File: src/rtl/fp_pack_pkg.sv
// ============================================================================
//  Module      : fp_pack_pkg
//  Description : Shared encodings, flag indices and types for fp_result_pack.
//  Revision    : 1.0 - initial release
// ============================================================================
`default_nettype none

package fp_pack_pkg;

    localparam logic [2:0] FPU_OP_MUL = 3'd2;
    localparam logic [2:0] FPU_OP_DIV = 3'd3;
    localparam logic [2:0] FPU_OP_I2F = 3'd4;
    localparam logic [2:0] FPU_OP_F2I = 3'd5;

    localparam int FLAG_W      = 4;
    localparam int FLAG_INF    = 3;
    localparam int FLAG_OVF    = 2;
    localparam int FLAG_ZERO   = 1;
    localparam int FLAG_OP_ERR = 0;

    typedef struct packed {
        logic inf;
        logic ovf;
        logic zero;
        logic op_err;
    } fp_flags_t;

    typedef struct packed {
        logic mul;
        logic div;
        logic i2f;
        logic f2i;
    } fp_op_dec_t;

    function automatic fp_op_dec_t fp_decode(input logic [2:0] op);
        fp_op_dec_t d;
        d.mul = (op == FPU_OP_MUL);
        d.div = (op == FPU_OP_DIV);
        d.i2f = (op == FPU_OP_I2F);
        d.f2i = (op == FPU_OP_F2I);
        return d;
    endfunction

endpackage

`default_nettype wire

File: src/rtl/fp_pack_stage.sv
// ============================================================================
//  Module      : fp_pack_stage
//  Description : One valid/data pipeline register with ready/valid handshake.
//  Revision    : 1.0 - initial release
// ============================================================================
`default_nettype none

module fp_pack_stage #(
    parameter int W = 8
) (
    input  logic         clk,
    input  logic         rst_n,
    input  logic         in_valid,
    input  logic [W-1:0] in_data,
    input  logic         out_ready,
    output logic         out_valid,
    output logic [W-1:0] out_data
);

    logic         valid_q, valid_d;
    logic [W-1:0] data_q, data_d;
    logic         stage_ready;

    // An empty stage always accepts, which is what collapses bubbles.
    always_comb begin
        stage_ready = !valid_q || out_ready;
        valid_d     = valid_q;
        data_d      = data_q;
        if (stage_ready) begin
            valid_d = in_valid;
        end
        if (stage_ready && in_valid) begin
            data_d = in_data;
        end
    end

    always_ff @(posedge clk or negedge rst_n) begin
        if (!rst_n) begin
            valid_q <= 1'b0;
            data_q  <= '0;
        end else begin
            valid_q <= valid_d;
            data_q  <= data_d;
        end
    end

    assign out_valid = valid_q;
    assign out_data  = data_q;

endmodule

`default_nettype wire

File: src/rtl/fp_result_pack.sv
// ============================================================================
//  Module      : fp_result_pack
//  Description : FPU result special-case selection and packing, DEPTH-stage
//                elastic output pipeline. FP_PACK_STICKY_EN adds sticky flags.
//  Revision    : 1.0 - initial release
// ============================================================================
`default_nettype none

module fp_result_pack
    import fp_pack_pkg::*;
#(
    parameter int EXP_W  = 8,
    parameter int FRAC_W = 23,
    parameter int DEPTH  = 2
) (
    input  logic                      clk,
    input  logic                      rst_n,
    input  logic                      in_valid,
    output logic                      in_ready,
    input  logic [2:0]                fpu_op,
    input  logic [1:0]                rmode,
    input  logic                      sign_in,
    input  logic [EXP_W-1:0]          exp_rnd,
    input  logic [FRAC_W-1:0]         fract_rnd,
    input  logic [1:0]                exp_ovf,
    input  logic                      inf_out,
    input  logic                      ovf0,
    input  logic                      output_zero,
    input  logic                      max_num,
    input  logic                      f2i_max,
    output logic                      out_valid,
    input  logic                      out_ready,
    output logic [EXP_W+FRAC_W:0]     result,
    output logic [FLAG_W-1:0]         flags
`ifdef FP_PACK_STICKY_EN
    ,
    input  logic                      clr_sticky,
    output logic [FLAG_W-1:0]         sticky
`endif
);

    localparam int RES_W = 1 + EXP_W + FRAC_W;
    localparam int PW    = RES_W + FLAG_W;

    localparam logic [EXP_W-1:0]  EXP_ONES    = {EXP_W{1'b1}};
    localparam logic [EXP_W-1:0]  EXP_ONES_M1 = {{(EXP_W-1){1'b1}}, 1'b0};
    localparam logic [FRAC_W-1:0] FRAC_ONES   = {FRAC_W{1'b1}};

    fp_op_dec_t          op_dec;
    logic                op_err;
    logic                div_ovf_inf;
    logic [EXP_W-1:0]    exp_final;
    logic [FRAC_W-1:0]   fract_final;
    logic [FLAG_W-1:0]   flags_new;

    always_comb begin
        op_dec      = fp_decode(fpu_op);
        op_err      = fpu_op[2] && fpu_op[1] && !(|op_dec);
        div_ovf_inf = op_dec.div && (exp_ovf == 2'b11);

        if (inf_out || ovf0 || output_zero) begin
            fract_final = '0;
        end else if (max_num || (f2i_max && op_dec.f2i)) begin
            fract_final = FRAC_ONES;
        end else begin
            fract_final = fract_rnd;
        end

        // Divide overflow saturates to infinity only under round-to-nearest.
        if ((op_dec.div && (exp_ovf == 2'b10)) || output_zero) begin
            exp_final = '0;
        end else if ((div_ovf_inf && (rmode == 2'b00)) || inf_out
                     || (f2i_max && op_dec.f2i)) begin
            exp_final = EXP_ONES;
        end else if (max_num) begin
            exp_final = EXP_ONES_M1;
        end else begin
            exp_final = exp_rnd;
        end

        flags_new              = '0;
        flags_new[FLAG_INF]    = (exp_final == EXP_ONES) && (fract_final == '0);
        flags_new[FLAG_OVF]    = ovf0 || div_ovf_inf;
        flags_new[FLAG_ZERO]   = output_zero;
        flags_new[FLAG_OP_ERR] = op_err;
    end

    // Index 0 is the input port, index k+1 is the output of stage k.
    logic [DEPTH:0]          stg_valid;
    logic [DEPTH:0][PW-1:0]  stg_data;
    logic [DEPTH:0]          stg_ready;

    assign stg_valid[0] = in_valid;
    assign stg_data[0]  = {sign_in, exp_final, fract_final, flags_new};

    always_comb begin
        stg_ready        = '0;
        stg_ready[DEPTH] = out_ready;
        for (int k = DEPTH - 1; k >= 0; k--) begin
            stg_ready[k] = !stg_valid[k+1] || stg_ready[k+1];
        end
    end

    for (genvar k = 0; k < DEPTH; k++) begin : g_stage
        fp_pack_stage #(
            .W (PW)
        ) u_stage (
            .clk       (clk),
            .rst_n     (rst_n),
            .in_valid  (stg_valid[k]),
            .in_data   (stg_data[k]),
            .out_ready (stg_ready[k+1]),
            .out_valid (stg_valid[k+1]),
            .out_data  (stg_data[k+1])
        );
    end

    fp_flags_t out_flags;

    assign in_ready  = stg_ready[0];
    assign out_valid = stg_valid[DEPTH];
    assign result    = stg_data[DEPTH][PW-1:FLAG_W];
    assign out_flags = stg_data[DEPTH][FLAG_W-1:0];
    assign flags     = out_flags;

`ifdef FP_PACK_STICKY_EN
    logic [FLAG_W-1:0] sticky_q, sticky_d;
    logic [FLAG_W-1:0] xfer_flags;

    // A clear in the same cycle as a transfer keeps only that transfer's flags.
    always_comb begin
        xfer_flags = (out_valid && out_ready) ? flags : '0;
        sticky_d   = clr_sticky ? xfer_flags : (sticky_q | xfer_flags);
    end

    always_ff @(posedge clk or negedge rst_n) begin
        if (!rst_n) begin
            sticky_q <= '0;
        end else begin
            sticky_q <= sticky_d;
        end
    end

    assign sticky = sticky_q;
`endif

endmodule

`default_nettype wire
File: config.mk
export PLATFORM = sky130hd
export DESIGN_NAME = fp_result_pack
export DESIGN_NICKNAME = d
export VERILOG_FILES = /design/src/rtl/fp_pack_pkg.sv /design/src/rtl/fp_pack_stage.sv /design/src/rtl/fp_result_pack.sv
export SDC_FILE = /design/constraint.sdc
export NUM_CORES = 1
export LEC_CHECK = 0
export CORE_UTILIZATION = 47
export DETAILED_ROUTE_END_ITERATION = 8
export PLACE_DENSITY = 0.79
export SYNTH_ARGS = -nofsm -noshare
export SYNTH_HDL_FRONTEND = slang
export SYNTH_SLANG_ARGS = --single-unit
File: constraint.sdc
create_clock -name clk -period 1.8 [get_ports clk]
set_input_delay 0.18 -clock clk [delete_from_list [all_inputs] [get_ports clk]]
set_output_delay 0.18 -clock clk [all_outputs]
set_load 0.02 [all_outputs]
## Yosys cells after proc, flatten, opt, wreduce, memory -nomap -nowiden

Index checks and enable logic that the tools add are counted.

- Register bits after elaboration: 74
- Input port bits: 48
- Output and inout bits: 38
- Word-level logic and storage cells: 40

- Eq/ne operators: 7
- Muxes and demuxes: 5
- Reductions and logical operators: 24

Operators with widths:

| operator | count |
|---|---|
| two-way mux 23 bit | 2 |
| two-way mux 8 bit | 3 |
| zero test 23 bit | 1 |
| logical AND 1 bit | 9 |
| logical OR 1 bit | 9 |
| equality test 8 bit, second input constant | 1 |
| equality test 3 x 2 -> 1 bit, second input constant | 2 |
| equality test 3 bit, second input constant | 2 |
| equality test 2 bit, second input constant | 2 |
| OR reduction 4 bit | 1 |
| zero test 1 bit | 3 |
| zero test 2 bit | 1 |

## Longest topological paths before layout

Gate-level depths: netlist of run 1.

- Depth in word-level cells: 9
- Mapped depth: 5
- Mapped depth without buffers: 4

## Hierarchy

Synthesis of run 1 repeated with hierarchy kept, for this count alone.

- Cells, all modules: 221
- Area total of the unflattened synthesis: 3,539.6 um2

By module, submodules not included:

| module | times used | cells each | area an instance (um2) | seq. area each (um2) |
|---|---|---|---|---|
| fp_pack_stage | 2 | 79 | 1,536.5 | 925.9 |
| fp_result_pack | 1 | 63 | 466.7 | 0.0 |

## Worst setup path before layout of run 1

OpenSTA, ideal clock, no wires.

- Kind: flip-flop to flip-flop
- From: register g_stage[1].u_stage.valid_q
- To: register g_stage[0].u_stage.data_q[3]
- Setup time: 0.095 ns
- Data arrival time: 1.529 ns
- Required time: 1.705 ns
- Path slack: 0.176 ns
- Cell stages (with the launch flop): 6
- Buffers on the path: 1
- Period minus slack after synthesis: 1.624 ns
- Path through: dfrtp_1 -> nand3b_2 -> nand2_1 -> or3_1 -> clkbuf_2 -> o31ai_1

- Longest elaborated chain between the ends: 4

RTL lines:

| what | RTL line | RTL |
|---|---|---|
| start: declaration | fp_pack_stage.sv:20 | `logic valid_q, valid_d;` |
| start signal: assignment | fp_pack_stage.sv:42 | `valid_q <= valid_d;` |
| zero test 1 bit | fp_result_pack.sv:100 | `stg_ready[k] = !stg_valid[k+1] \|\| stg_ready[k+1];` |
| logical OR 1 bit | fp_result_pack.sv:100 |  |
| logical OR 1 bit | n/a |  |
| net in_ready | fp_result_pack.sv:19 | `output logic in_ready,` |
| logical AND 1 bit | fp_pack_stage.sv:32 | `if (stage_ready && in_valid) begin` |
| end signal: assignment | fp_pack_stage.sv:43 | `data_q <= data_d;` |
| end: declaration | fp_pack_stage.sv:21 | `logic [W-1:0] data_q, data_d;` |

The timed path passes the listed nets, and every way through them passes these cells.
A chain may end at the register's enable or synchronous reset.

## Worst setup path after layout of run 1

- From: register g_stage[0].u_stage.valid_q
- To: output in_ready

- Longest elaborated chain between the ends: 2

RTL lines:

| what | RTL line |
|---|---|
| start: declaration | fp_pack_stage.sv:20 |
| start signal: assignment | fp_pack_stage.sv:42 |
| zero test 1 bit | fp_result_pack.sv:100 |
| logical OR 1 bit | fp_result_pack.sv:100 |
| end: declaration | fp_result_pack.sv:19 |

Every way passes these cells.

==> results of run 1 <==
layout by cell type (no fill, tap or decap):
cell	Yosys	routed
nor4_1	6	6
nor3_2	0	1
o31ai_1	1	1
o21ai_0	55	55
o31a_1	1	1
nand3b_2	1	1
mux2_2	38	38
clkdlybuf4s50_1	0	84
o41ai_1	1	1
nor3_1	11	10
a31o_2	1	1
clkbuf_1	8	2
buf_4	0	8
a21oi_1	1	1
clkbuf_8	0	10
nand3_1	1	1
dfrtp_1	74	74
nor2b_4	1	1
dlygate4sd3_1	0	1
nand2_2	0	2
or3_1	1	1
clkinvlp_4	0	2
buf_12	0	3
nand2_1	38	36
inv_1	1	1
bufinv_16	0	2
and4b_1	2	2
nand4_1	2	2
nor2_1	2	2
or2_1	1	1
nand2b_1	3	3
synth_stat cells, types with 2 or more instances:
library cell  count
nand4_1           2
and4b_1           2
clkbuf_1          8
nand2_1          38
nor4_1            6
nand2b_1          3
o21ai_0          55
dfrtp_1          74
nor3_1           11
mux2_2           38
buf_2             7
nor2_1            2
final cells by class:
type | count | area, µm² | area share
clock buffers | 12 | 145.1 | 0.03432
clock inverters | 4 | 75.07 | 0.01775
inverters | 1 | 3.754 | 0.0008876
multi-input cells | 167 | 1089 | 0.2574
flip-flops and latches | 74 | 1852 | 0.4379
well taps | 75 | 93.84 | 0.02219
repair buffers | 96 | 970.9 | 0.2296
cells by family (layout without fill, tap and decap cells):
family | count (synthesis) | after routing | synth area share
compound gates | 60 | 60 | 0.1045
simple gates | 69 | 69 | 0.1120
flops | 74 | 74 | 0.6164
mux | 38 | 38 | 0.1424
buf+inv | 17 | 113 | 0.02457
metrics by stage:
stage / utilization / TNS (ns) / hold WS, ns / instances
after global routing: 0.7018 / 0 / 0.3364 / 429
final: 0.7018 / 0 / 0.3174 / 429
after CTS: 0.7018 / 0 / 0.3137 / 429
after detailed placement: 0.6636 / -0.1098 / 0.1454 / 412
after floorplan: - / 0 / -0.1156 / 258
after global placement: 0.6636 / 0 / 0.1395 / 412
how the worst max path moves through the flow:
stage | to | slack [ns] | cells past startpoint
finish | in_ready | 0.14 | 2
global route | in_ready | 0.1 | 2
CTS | in_ready | 0.12 | 2
detailed placement | g_stage[0].u_stage.out_data[32] | -0.05 | 6
global placement | g_stage[0].u_stage.out_data[3] | 0.02 | 5
floorplan | g_stage[0].u_stage.out_data[3] | 0.18 | 5
sequential cells by signal, indices dropped and copies added, names as in the netlist:
signal,cells
g_stage.u_stage.out_data,72
g_stage.u_stage.out_valid,2
metal layers:
metal | routed length, µm | GRT usage
met1 | 2816 | 0.2729
met2 | 3199 | 0.3661
met3 | 466 | 0.06556
met4 | 139 | 0.09649
met5 | 0 | 0
power by group:
part | total (mW) | switching, mW | internal (mW)
combinational | 0.921 | 0.434 | 0.488
sequential | 1.97 | 0.107 | 1.86
clock | 1.42 | 0.600 | 0.820
==> impl_metrics.csv, run 1 <==
group,metric,value,unit
route,vias,2289,
logic_synthesis,synth_edf_count,0,
critical_path,ff2ff_setup_slack,0.33,ns
timing,clock_skew,0.007070,ns
route,avgViaCountPerCell,5.336,
die,dieHeight,81.95,µm
clock_tree,cts_made_buffers,9,
critical_path,reg2reg_from,"g_stage[0].u_stage.out_valid",
die,die_w,81.95,µm
timing,layout_setup_ws,0.1432,ns
route,postRouteAntennaNets,0,
die,pin_count,86,
die,die-area,0.006716,mm²
global_route,grt_antenna_before_repair,0,
final_layout,antenna_cells,0,
global_route,grt_pass1_wl,10870,µm
clock_tree,clk_pin_slew,0.08,ns
pwr,max-vdd-ir-drop,0.7393,mV
critical_path,worstPathArrival,1.48,ns
global_route,gr-total-overflow,0,
critical_path,worst-path-max-fanout,3,
critical_path,critPathBufInv,1,
critical_path,slowest_stage,"clkdlybuf4s50_1",
global_route,grt_usage,0.2233,
critical_path,critical_path_class,"reg2out",
global_route,grt_max_degree,45,
logic_synthesis,syn_avg_cell_area,11.64,µm²
global_route,grt_pass1_vias,2319,
die,rows,28,
route,totalWireLength,6621,µm
logic_synthesis,synth_area_leaders,"dfrtp_1 (62%), mux2_2 (14%), o21ai_0 (9.2%)",
critical_path,r2r_cells,5,
place,placed_area,0.003999,mm²
clock_tree,post_cts_buffers,0,
logic_synthesis,post-synth-top-area-fraction,0.6164,
pwr,pwr_density_cell,1019,mW/mm²
route,drcViolationCount,0,
logic_synthesis,syn_area,0.003004,mm²
logic_synthesis,yosys_warnings,0,
logic_synthesis,synth_top_area_cell,"dfrtp_1",
critical_path,worstReg2RegEnd,"g_stage[0].u_stage.out_data[28]",
die,core_area,0.006026,mm²
timing,finalSetupViolCount,0,
route,drt_pass1_iterations,4,
die,start_util,0.4985,
critical_path,critical_path.startpoint,"g_stage[0].u_stage.out_valid",
logic_synthesis,synth_flop_cell,"dfrtp_1",
timing,tightest_slew,0.4407,ns
outcome,status,"complete, no violations",
clock_tree,clockRootBuffer,"clkbuf_8",
clock_tree,ctsHoldBuffers,1,
timing,min_period,1.657,ns
route,wl_per_cell,15.43,µm
timing,maxSlewViolCount,0,
clock_tree,cts_tree,"done",
logic_synthesis,synth_seq_cells,74,
final_layout,fillers,465,
logic_synthesis,yosysSeqAreaShare,0.6164,
critical_path,crit_chain,"nand3b_2, clkdlybuf4s50_1",
logic_synthesis,synth_nets,306,
logic_synthesis,syn_inst,258,
clock_tree,cts_resized,0,
pwr,p_leak,1.833,nW
final_layout,nets,397,
run,maxCapViolations,0,
timing,final_hold_viol_count,0,
place,preCtsSetupSlack,-0.04718,ns
critical_path,required,1.62,ns
logic_synthesis,synth_cell_types,24,
place,dp_hpwl,4538,µm
critical_path,cp-start-kind,"flop",
pwr,p_total,4.308,mW
clock_tree,cts_num_sinks,74,
timing,relSlewSlack,0.7062,
critical_path,path_delay_family,"buffers and inverters",
critical_path,max_stage_delay,0.61,ns
timing,finalCritPeriodShare,0.9204,
place,port_buffers,85,
final_layout,syn2layout_area_growth,40.77,%
clock_tree,clockBufferDepth,2,
place,gp_congestion,0.7889,
route,drtIter0Drc,99,
clock_tree,clock_latency,0.34,ns
timing,rsz0062_at_grt,"no",
critical_path,endpoint_kind,"primary output",
clock_tree,h-tree-depth,3,
final_layout,final_area,0.004229,mm²
min_path,hold_class,"in2async",
final_layout,drive_gt1_frac,0.1949,
logic_synthesis,synthArstFlopShare,1.000,
timing,fmax,603.6,MHz
Note: power is estimated with default switching activity, not from simulation.
==> inputs of run 2 (changes only) <==
- ABC_AREA: not set -> 1
- CORE_UTILIZATION: 47 -> 48
- GPL_ROUTABILITY_DRIVEN: not set -> 0
==> run 2 against run 1 <==
  * Non-clock buffer count is 3 higher
  * Die area is 5.7% higher
  * Clock skew hardly changed
  * Routed wire length is 13% higher
  * Setup slack worse by 0.062 ns
  * Total power is 13% higher
  * The flow now finishes with violations (DRC)
  * Clock-buffer cell count stayed put
  * First-iteration DRC count grew to 2.5 times the previous value
  * Utilization is 0.50 points higher
  * Critical path type unchanged
  * Register-to-register slack better by 0.16 ns
==> impl_metrics.csv, run 2 <==
group,metric,value,unit
clock_tree,cts_made_buffers,9,
pwr,seqPwrFrac,0.418,
pwr,pwr_density_cell,1071,mW/mm²
logic_synthesis,post-synth-top-area-fraction,0.5703,
logic_synthesis,synth_edf_count,0,
clock_tree,cts_num_sinks,74,
logic_synthesis,yosys_warnings,0,
timing,rsz0062_at_grt,"no",
logic_synthesis,syn_area,0.003247,mm²
route,drcViolationCount,10,
global_route,grt_pass1_vias,2710,
pwr,switching_share,0.2746,
timing,relSlewSlack,0.7094,
global_route,grt_pass1_wl,12590,µm
final_layout,final_common_cell,"clkdlybuf4s50_1",
route,drt_pass1_iterations,6,
pwr,p_leak,2.146,nW
route,postRouteAntennaNets,0,
timing,finalSetupViolCount,0,
logic_synthesis,synth_cell_types,22,
logic_synthesis,synth_seq_cells,74,
run,maxCapViolations,0,
timing,clock_skew,0.007348,ns
die,dieHeight,84.25,µm
logic_synthesis,synth_flop_cell,"dfrtp_1",
final_layout,fillers,501,
pwr,p_int,3.528,mW
route,totalWireLength,7488,µm
critical_path,required,1.62,ns
outcome,status,"finished, violations left",
pwr,power_switching,1.336,mW
pwr,p_clk_frac,0.328,
critical_path,worst-path-max-fanout,3,
route,drtIter0Drc,248,
clock_tree,clockRootBuffer,"clkbuf_8",
logic_synthesis,synthArstFlopShare,1.000,
logic_synthesis,synth_nets,379,
clock_tree,clk_pin_slew,0.08,ns
place,port_buffers,85,
clock_tree,clockBufferDepth,2,
final_layout,antenna_cells,0,
timing,fmax,581.8,MHz
critical_path,ff2ff_setup_slack,0.49,ns
die,start_util,0.5056,
clock_tree,clock_latency,0.34,ns
min_path,hold_class,"in2async",
critical_path,worstPathArrival,1.54,ns
die,rows,29,
die,core_area,0.006422,mm²
outcome,violations,"DRC",
timing,maxSlewViolCount,0,
final_layout,syn2layout_area_growth,39.81,%
timing,finalCritPeriodShare,0.9549,
clock_tree,cts_resized,0,
timing,min_period,1.719,ns
logic_synthesis,syn_avg_cell_area,9.809,µm²
route,wl_per_cell,14.71,µm
clock_tree,cts_tree,"done",
logic_synthesis,synth_top_area_cell,"dfrtp_1",
final_layout,drive_gt1_frac,0.1806,
global_route,grt_max_degree,42,
critical_path,critical_path_class,"reg2out",
global_route,gr-total-overflow,0,
timing,fin_setup_tns,0,ns
clock_tree,h-tree-depth,3,
logic_synthesis,synth_area_leaders,"dfrtp_1 (57%), mux2_2 (10%), nand2_1 (9.6%)",
pwr,max-vdd-ir-drop,0.7514,mV
critical_path,endpoint_kind,"primary output",
global_route,grt_usage,0.2281,
pwr,combPwrFrac,0.254,
route,vias,2598,
timing,hold-worst-slack,0.3193,ns
clock_tree,post_cts_buffers,0,
logic_synthesis,yosysSeqAreaShare,0.5703,
timing,tightest_slew,0.4360,ns
die,die-area,0.007097,mm²
route,avgViaCountPerCell,5.104,
die,die_w,84.25,µm
global_route,grt_antenna_before_repair,0,
final_layout,most-common-layout-cells,"clkdlybuf4s50_1 (84), nand2_1 (82), dfrtp_1 (74)",
final_layout,largest_register_ff_count,72,
critical_path,reg2reg_from,"g_stage[1].u_stage.out_valid",
logic_synthesis,synth_most_common_cell,"nand2_1",
clock_tree,ctsHoldBuffers,1,
timing,final_hold_viol_count,0,
place,dp_hpwl,5432,µm
critical_path,cp-start-kind,"flop",
final_layout,nets,475,
die,pin_count,86,
logic_synthesis,syn_inst,331,
logic_synthesis,synth_commonest_cells,"nand2_1 (83), dfrtp_1 (74), o21ai_0 (41)",
critical_path,r2r_cells,4,
critical_path,worstReg2RegEnd,"g_stage[1].u_stage.out_data[5]",
final_layout,utilization,0.7068,
-- run 2: routing by layer --
metal | share of wire | vias up | global-route usage
met5 | 0 | - | 0
met2 | 0.51 | 60 | 0.3838
met1 | 0.44 | 1247 | 0.2925
met3 | 0.039 | 11 | 0.04130
li1 | - | 1280 | -
met4 | 0.015 | 0 | 0.09561
-- run 2: critical path, cell delays in order (launching register included) --
cell             delay, ns
dfrtp_1               0.41
nand3_1               0.15
clkdlybuf4s50_1       0.64
-- run 2: worst max-delay path by stage --
stage | startpoint | to | slack [ns] | cells after the start
floorplan | g_stage[1].u_stage.out_valid | g_stage[0].u_stage.out_data[3] | 0.28 | 9
global placement | fpu_op[1] | g_stage[0].u_stage.out_data[3] | 0.02 | 11
detailed placement | fpu_op[2] | g_stage[0].u_stage.out_data[3] | -0.01 | 10
CTS | g_stage[1].u_stage.out_valid | in_ready | 0.08 | 2
global route | g_stage[1].u_stage.out_valid | in_ready | 0.04 | 2
finish | g_stage[1].u_stage.out_valid | in_ready | 0.08 | 2
-- run 2: final cells by class --
cell class                      instances  area, µm²  area share
Sequential cell                        74       1852      0.4079
Multi-Input combinational cell        221       1249      0.2751
Timing Repair Buffer                   99       1006      0.2216
Clock buffer                           12      155.1     0.03418
Clock inverter                          4      97.59     0.02150
Tap cell                               77      96.34     0.02122
Inverter                               22      83.83     0.01847
-- run 2: logic make-up (layout without fill, tap and decap cells) --
kind of cell	count (synthesis)	count (layout)	synth area share
muxes	30	30	0.1040
and+or+nand+nor	136	136	0.1830
DFF	74	74	0.5703
AOI/OAI and AO/OA	55	55	0.09480
buffers and inverters	36	137	0.04778
-- run 2: stage by stage --
stage / instances / area, µm² / power [mW] / worst slack (ns)
2_1_floorplan: 331 / 3247 / 2.657 / 0.2766
3_3_place_gp: 492 / 4277 / 3.275 / 0.02004
3_5_place_dp: 492 / 4277 / 3.306 / -0.01259
4_1_cts: 509 / 4539 / 4.899 / 0.07650
5_1_grt: 509 / 4539 / 5.074 / 0.03842
6_report: 509 / 4539 / 4.863 / 0.08126
-- run 2: power groups by stage --
stage	clock, mW	sequential (mW)	combinational [mW]
final	1.59	2.03	1.24
after global routing	1.69	2.06	1.32
after CTS	1.61	2.04	1.25
after detailed placement	0	2.07	1.24
after global placement	0	2.06	1.22
after floorplan	0	2.25	0.408
==> inputs of run 3 (changes only) <==
- CORE_MARGIN: not set -> 1.5
==> run 3 against run 2 <==
  * The run still ends with DRC left
  * Setup slack improved by 0.017 ns
  * Critical path depth unchanged
  * Maximum frequency grew 0.99%
  * Non-clock buffer count down 1
  * Critical path type unchanged
  * Highest routed layer unchanged
==> impl_metrics.csv, run 3 (same netlist as run 2, synthesis figures left out) <==
group,metric,value,unit
run,maxCapViolations,0,
critical_path,reg2reg_from,"g_stage[1].u_stage.out_valid",
clock_tree,post_cts_buffers,0,
clock_tree,cts_made_buffers,9,
final_layout,final_common_cell,"clkdlybuf4s50_1",
die,start_util,0.5027,
final_layout,antenna_cells,0,
timing,tightest_slew,0.5625,ns
place,port_buffers,85,
clock_tree,h-tree-depth,3,
route,drcViolationCount,4,
pwr,max-vdd-ir-drop,0.5967,mV
final_layout,syn2layout_area_growth,37.03,%
timing,clock_skew,0.007014,ns
route,drt_pass1_iterations,7,
die,die_w,85.25,µm
global_route,grt_max_degree,45,
final_layout,utilization,0.6889,
timing,final_hold_viol_count,0,
critical_path,worst-path-max-fanout,3,
critical_path,critical_path_class,"reg2out",
pwr,p_leak,2.101,nW
critical_path,cp-start-kind,"flop",
place,dp_hpwl,5317,µm
place,preCtsSetupSlack,-0.02505,ns
global_route,grt_antenna_before_repair,0,
outcome,status,"finished, violations left",
die,pin_count,86,
critical_path,crit_chain,"nand3_1, clkdlybuf4s50_1",
timing,relSlewSlack,0.6250,
outcome,violations,"DRC",
clock_tree,clockRootBuffer,"clkbuf_8",
final_layout,largest_register_ff_count,72,
critical_path,endpoint_kind,"primary output",
route,wl_per_cell,14.22,µm
clock_tree,cts_num_sinks,74,
timing,fmax,587.6,MHz
route,postRouteAntennaNets,0,
timing,layout_setup_ws,0.09807,ns
global_route,grt_pass1_wl,12100,µm
route,totalWireLength,7226,µm
clock_tree,clockBufferDepth,2,
route,drtIter0Drc,149,
pwr,p_total,4.413,mW
route,vias,2628,
global_route,grt_pass1_vias,2545,
critical_path,max_stage_delay,0.63,ns
clock_tree,cts_tree,"done",
critical_path,required,1.62,ns
die,core_area,0.006459,mm²
die,die-area,0.007267,mm²
critical_path,slowest_stage,"clkdlybuf4s50_1",
die,dieHeight,85.25,µm
final_layout,nets,474,
global_route,grt_usage,0.2144,
final_layout,most-common-layout-cells,"clkdlybuf4s50_1 (84), nand2_1 (82), dfrtp_1 (74)",
critical_path,critical_path.startpoint,"g_stage[1].u_stage.out_valid",
timing,rsz0062_at_grt,"no",
global_route,gr-total-overflow,0,
timing,maxSlewViolCount,0,
timing,min_period,1.702,ns
min_path,hold_class,"in2async",
die,rows,29,
clock_tree,clock_latency,0.34,ns
pwr,pwr_density_cell,991.8,mW/mm²
timing,finalSetupViolCount,0,
timing,finalCritPeriodShare,0.9455,
clock_tree,clk_pin_slew,0.07,ns
critical_path,worstPathArrival,1.52,ns
route,avgViaCountPerCell,5.173,
final_layout,drive_gt1_frac,0.1763,
run 3: area by class of cell:
type	instances	area, µm²
clock buffer	13	158.9
clock inverter	3	23.77
fill	494	2009
inverter	22	83.83
multi-input combinational	221	1249
sequential	74	1852
tap	77	96.34
timing repair buffer	98	985.9
run 3: final timing paths:
check	end	slack (ns)	depth (start not counted)
worst max-delay path	in_ready	0.1	2
worst min-delay path	g_stage[1].u_stage.out_data[8]	0.37	2
worst max register to register	g_stage[0].u_stage.out_data[10]	0.44	4
worst min register to register	g_stage[0].u_stage.out_data[26]	0.49	2
max in group asynchronous	g_stage[1].u_stage.out_data[28]	0.82	3
min in group clk	g_stage[0].u_stage.out_data[35]	0.38	3
run 3: per-layer routing:
| metal | global-route usage | vias up | share of wire |
|---|---|---|---|
| met5 | 0 | - | 0 |
| met4 | 0.09091 | 0 | 0.021 |
| met3 | 0.04183 | 14 | 0.049 |
| met2 | 0.3319 | 89 | 0.47 |
| met1 | 0.2965 | 1248 | 0.46 |
| li1 | - | 1277 | - |
run 3: what timing repair did:
action / in CTS / in global routing
gates resized for setup: 0 / 0
hold buffers: 1 / 0
hold endpoints to repair: 41 / 0
run 3: power by group:
part           leakage (nW)  internal, mW  switching, mW  total [mW]
Clock                0.0859         0.580          0.591        1.17
Sequential            0.973          1.91          0.124        2.03
Combinational          1.04         0.609          0.604        1.21
Total                  2.10          3.09           1.32        4.41
run 3: per-stage QoR:
stage	TNS, ns	hold slack [ns]	instances	instance area [µm²]
floorplan	0	-0.1156	331	3247
global placement	-0.008350	0.2017	491	4257
detailed placement	-0.02505	0.2035	491	4257
CTS	0	0.3723	508	4449
global route	0	0.4038	508	4449
finish	0	0.3717	508	4449
run 3: worst max-delay path, delay by kind of cell, from the launching register on:
family,cells,cell delay (ns)
and+or+nand+nor,1,0.15
DFF,1,0.40
buffers and inverters,1,0.63
